==> src/rtl/unified_mem_arbiter.sv <==
// unified_mem_arbiter: shares one single-port memory between the CPU
// multicycle FSM and the debug/loader port. Arbitration happens only in IDLE,
// and each access holds mem_en for WAIT_CYCLES cycles.
// Optional build macro: ARB_STARVE_GUARD_EN. When it is defined, the debug
// port is forced to win after STARVE_LIMIT consecutive lost rounds.
//
// state  | meaning
// IDLE   | no access in flight, arbitrate on cpu_req/dbg_req
// ACCESS | memory command driven from latched values, counting wait cycles
// DONE   | one-cycle ack to the owner, memory idle
module unified_mem_arbiter #(
    parameter int WAIT_CYCLES  = 1,
    parameter int STARVE_LIMIT = 4
) (
    input  logic        clk,
    input  logic        rst,
    input  logic        cpu_req,
    input  logic        cpu_we,
    input  logic [31:0] cpu_addr,
    input  logic [31:0] cpu_wdata,
    output logic [31:0] cpu_rdata,
    output logic        cpu_ack,
    input  logic        dbg_req,
    input  logic        dbg_we,
    input  logic [31:0] dbg_addr,
    input  logic [31:0] dbg_wdata,
    output logic [31:0] dbg_rdata,
    output logic        dbg_ack,
    output logic        mem_en,
    output logic        mem_we,
    output logic [31:0] mem_addr,
    output logic [31:0] mem_wdata,
    input  logic [31:0] mem_rdata,
    output logic        busy
);

    localparam logic [1:0] ST_IDLE   = 2'd0;
    localparam logic [1:0] ST_ACCESS = 2'd1;
    localparam logic [1:0] ST_DONE   = 2'd2;

    localparam logic [3:0] LAST_CNT = 4'(WAIT_CYCLES - 1);

    // Reject illegal parameter values at elaboration.
    if (WAIT_CYCLES < 1 || WAIT_CYCLES > 15) begin : g_bad_wait
        $error("WAIT_CYCLES must be in 1..15");
    end
    if (STARVE_LIMIT < 1 || STARVE_LIMIT > 15) begin : g_bad_starve
        $error("STARVE_LIMIT must be in 1..15");
    end

    logic [1:0]  state;
    logic [3:0]  cnt;
    logic        owner;      // 0 = CPU, 1 = debug
    logic        lat_we;
    logic [31:0] lat_addr;
    logic [31:0] lat_wdata;
    logic        force_dbg;
    logic        grant_dbg;

    // Debug wins only if the CPU is silent or the starvation guard trips.
    assign grant_dbg = dbg_req && (!cpu_req || force_dbg);

`ifdef ARB_STARVE_GUARD_EN
    localparam logic [3:0] STARVE_MAX = 4'(STARVE_LIMIT);
    logic [3:0] starve_cnt;

    assign force_dbg = (starve_cnt == STARVE_MAX);

    // Count consecutive rounds debug loses; clear on a debug win or no debug request.
    always_ff @(posedge clk or posedge rst) begin
        if (rst) begin
            starve_cnt <= 4'd0;
        end else if (state == ST_IDLE) begin
            if (!dbg_req || grant_dbg) begin
                starve_cnt <= 4'd0;
            end else begin
                starve_cnt <= starve_cnt + 4'd1;
            end
        end
    end
`else
    assign force_dbg = 1'b0;
`endif

    // Main sequencer: arbitrate and latch the winner, count the access, capture read data.
    always_ff @(posedge clk or posedge rst) begin
        if (rst) begin
            state     <= ST_IDLE;
            cnt       <= 4'd0;
            owner     <= 1'b0;
            lat_we    <= 1'b0;
            lat_addr  <= 32'd0;
            lat_wdata <= 32'd0;
            cpu_rdata <= 32'd0;
            dbg_rdata <= 32'd0;
        end else begin
            case (state)
                ST_IDLE: begin
                    if (cpu_req || dbg_req) begin
                        state     <= ST_ACCESS;
                        cnt       <= 4'd0;
                        owner     <= grant_dbg;
                        lat_we    <= grant_dbg ? dbg_we    : cpu_we;
                        lat_addr  <= grant_dbg ? dbg_addr  : cpu_addr;
                        lat_wdata <= grant_dbg ? dbg_wdata : cpu_wdata;
                    end
                end
                ST_ACCESS: begin
                    if (cnt == LAST_CNT) begin
                        state <= ST_DONE;
                        cnt   <= 4'd0;
                        // Captured for writes too; the requester just ignores it.
                        if (owner) begin
                            dbg_rdata <= mem_rdata;
                        end else begin
                            cpu_rdata <= mem_rdata;
                        end
                    end else begin
                        cnt <= cnt + 4'd1;
                    end
                end
                ST_DONE: begin
                    state <= ST_IDLE;
                end
                default: begin
                    state <= ST_IDLE;
                end
            endcase
        end
    end

    // Memory command and acks decode straight from state so reset clears them at once.
    always_comb begin
        mem_en    = (state == ST_ACCESS);
        mem_we    = (state == ST_ACCESS) && lat_we;
        mem_addr  = lat_addr;
        mem_wdata = lat_wdata;
        cpu_ack   = (state == ST_DONE) && !owner;
        dbg_ack   = (state == ST_DONE) && owner;
        busy      = (state != ST_IDLE);
    end

endmodule
==> config.mk <==
export PLATFORM = sky130hd
export DESIGN_NAME = unified_mem_arbiter
export DESIGN_NICKNAME = d
export VERILOG_FILES = /design/src/rtl/unified_mem_arbiter.sv
export SDC_FILE = /design/constraint.sdc
export NUM_CORES = 1
export LEC_CHECK = 0
export ABC_AREA = 1
export CAP_MARGIN = 20
export CORE_MARGIN = 2
export CORE_UTILIZATION = 35
export DETAILED_ROUTE_END_ITERATION = 8
export PLACE_DENSITY = 0.68
export SLEW_MARGIN = 5
export SYNTH_ARGS = -nofsm -noshare
export SYNTH_HDL_FRONTEND = slang
export SYNTH_SLANG_ARGS = --single-unit
export TNS_END_PERCENT = 1
==> constraint.sdc <==
create_clock -name clk -period 4.78 [get_ports clk]
set_input_delay 0.478 -clock clk [delete_from_list [all_inputs] [get_ports clk]]
set_output_delay 0.478 -clock clk [all_outputs]
set_load 0.1 [all_outputs]
==> results.py <==
metrics = {
    "global_route": {
        "grt_usage_pct": 20.7,
        "grt_overflow_total": 0,
        "grt_max_degree": 115,
        "grt_pass1_vias": 5793,
        "grt_antenna_before_repair": 0,
        "grt_pass1_wl_um": 29900,
    },
    "drt": {
        "wl_per_cell_um": 14.3,
        "drt-total-wl_um": 19100,
        "antenna_left": 0,
        "drtPass1Iterations": 4,
        "via_per_inst": 4.57,
        "dr_total_vias": 6120,
        "drc": 0,
        "dr.first_iter.drc_count": 217,
    },
    "synth": {
        "yosys_register_bits": 136,
        "synth_nets": 984,
        "synth-edff-count": 0,
        "synth_cells": 816,
        "synth_commonest_cells": "564 x nand2_1, 136 x dfrtp_1, 41 x nand3_1, 32 x buf_2",
        "syn_avg_cell_area_um2": 7.47,
        "ys_seq_area_share_pct": 55.8,
        "synth_area_leaders": "dfrtp_1 56%, nand2_1 35%, nand3_1 3.4%, buf_2 2.6%, clkbuf_1 0.62%",
        "synthArstFlopShare_pct": 100,
        "synth.top_cell.area_share_pct": 55.8,
        "syn-cell-area_um2": 6100,
        "synth_flop_cell": "dfrtp_1",
        "synth_cell_types": 17,
        "yosys_warnings": 0,
        "yosysTopAreaCell": "dfrtp_1",
        "yosysMostFrequentCell": "nand2_1",
    },
    "sta": {
        "maxSlewViolCount": 0,
        "rsz0062_at_grt": "false",
        "finalSetupViolations": 0,
        "hold_viol": 0,
        "post-route-period-util_pct": 61.0,
        "tightest_slew_ps": 1050,
        "hold_ws_ps": 356,
        "max_freq_mhz": 343,
        "max_slew_margin_pct": 29.6,
        "fin_crit_ps": 2920,
        "fin_ws_ps": 1860,
        "fin_skew_ps": 8.70,
        "setup-tns-final_ps": 0,
    },
    "worst_setup_path": {
        "critPathArrivalTime_ps": 2440,
        "cp_num_buf_inv": 2,
        "cp-end-kind": "output pin",
        "crit_type": "reg -> out",
        "startpoint_type": "register",
        "cp.required_ps": 4300,
        "critical_path.max_stage_delay_ps": 1230,
        "path_delay_family": "buffers and inverters",
        "crit_slowest_cell": "clkdlybuf4s50_1",
        "worstPathMaxFanout": 6,
        "cp_cell_sequence": "inv_1 > nor2_1 > clkdlybuf4s50_1",
    },
    "finish": {
        "areaGrowthSynthToFinish_pct": 61.8,
        "n_antenna_cell": 0,
        "final_layout_size_suffix_gt1_share_pct": 4.67,
        "final_util_pct": 57.4,
        "final_nets": 1268,
    },
    "min_path": {
        "hp-class": "in -> async",
    },
    "cts": {
        "cts_buffers": 17,
        "cts-root-buf": "clkbuf_16",
        "clock_path_buffers": 2,
        "tritoncts": "done",
        "clk_latency_ps": 420,
        "htree_num_levels": 4,
        "cts_resized": 0,
        "clock-sinks": 136,
        "clkTransAtPathRegs_ps": 60,
        "post-cts-setup-buffer-count": 0,
        "cts_hold_buf": 0,
    },
    "floorplanning": {
        "die-area_um2": 18500,
        "core-area_um2": 17200,
        "ios": 299,
        "start_util_pct": 35.5,
        "die_height_um": 136,
        "die_x_um": 136,
        "rows": 48,
    },
    "placement": {
        "gp_routability_congestion": 0.789,
        "post-place-ws_ps": 2150,
        "port_buffers": 298,
        "place_hpwl_um": 13400,
    },
    "outcome": {
        "outcome": "completed",
    },
    "job": {
        "cap_violations": 0,
    },
}
==> layout make-up <==
class	instances	area, µm²
Fill cell	1637	7310
Sequential cell	136	3400
Timing Repair Buffer	308	3080
Multi-Input combinational cell	624	2460
Clock buffer	19	443
Tap cell	225	282
Clock inverter	13	146
Inverter	13	53.8
==> registers in the layout, summed over array words and instances (netlist names) <==
| signal | flops |
|---|---|
| lat_we | 1 |
| owner | 1 |
| mem_wdata | 32 |
| dbg_rdata | 32 |
| state | 2 |
| cpu_rdata | 32 |
| mem_addr | 32 |
| cnt | 4 |
==> stage by stage <==
stage | instances | instance area [µm²]
finish | 1338 | 9860
global route | 1338 | 9860
CTS | 1337 | 9840
detailed placement | 1305 | 9250
global placement | 1305 | 9250
floorplan | 816 | 6100
==> cell usage in the layout, fill, tap and decap left out, types with 3 or more instances in the layout <==
| cell type | n |
|---|---|
| clkdlybuf4s50_1 | 298 |
| buf_4 | 9 |
| clkinvlp_4 | 4 |
| inv_6 | 3 |
| inv_2 | 3 |
| nor2_1 | 5 |
| nand2_1 | 563 |
| inv_1 | 9 |
| clkbuf_16 | 17 |
| nand3_1 | 41 |
| dfrtp_1 | 136 |
==> cell families after synthesis <==
logic type | share of synthesized area [%]
AO/OA/AOI/OAI | 0.308
adder cells (fa/ha/maj) | 0.410
buffers and inverters | 4.17
flip-flops | 55.8
AND/OR/NAND/NOR | 39.3
==> final timing paths <==
path                               start             to  slack [ps]  depth (start not counted)
max                             state[0]         mem_en        1860                          3
min                                  rst  cpu_rdata[21]         360                          2
max reg2reg                       cnt[0]  dbg_rdata[22]        2580                          9
min reg2reg                dbg_rdata[19]  dbg_rdata[19]         470                          2
max in group asynchronous            rst  mem_wdata[18]        3330                          4
min in group clk           dbg_rdata[19]  dbg_rdata[19]         470                          2
==> metal layers <==
layer | global-route usage (%) | wire length (µm)
met1 | 25.2 | 7970
met2 | 34.3 | 9060
met3 | 7.27 | 1750
met4 | 6.89 | 348
met5 | 0 | 0
Power is left out: the tool's default activity adds up to more than one toggle a clock period on the data nets, which glitch-free logic cannot reach.
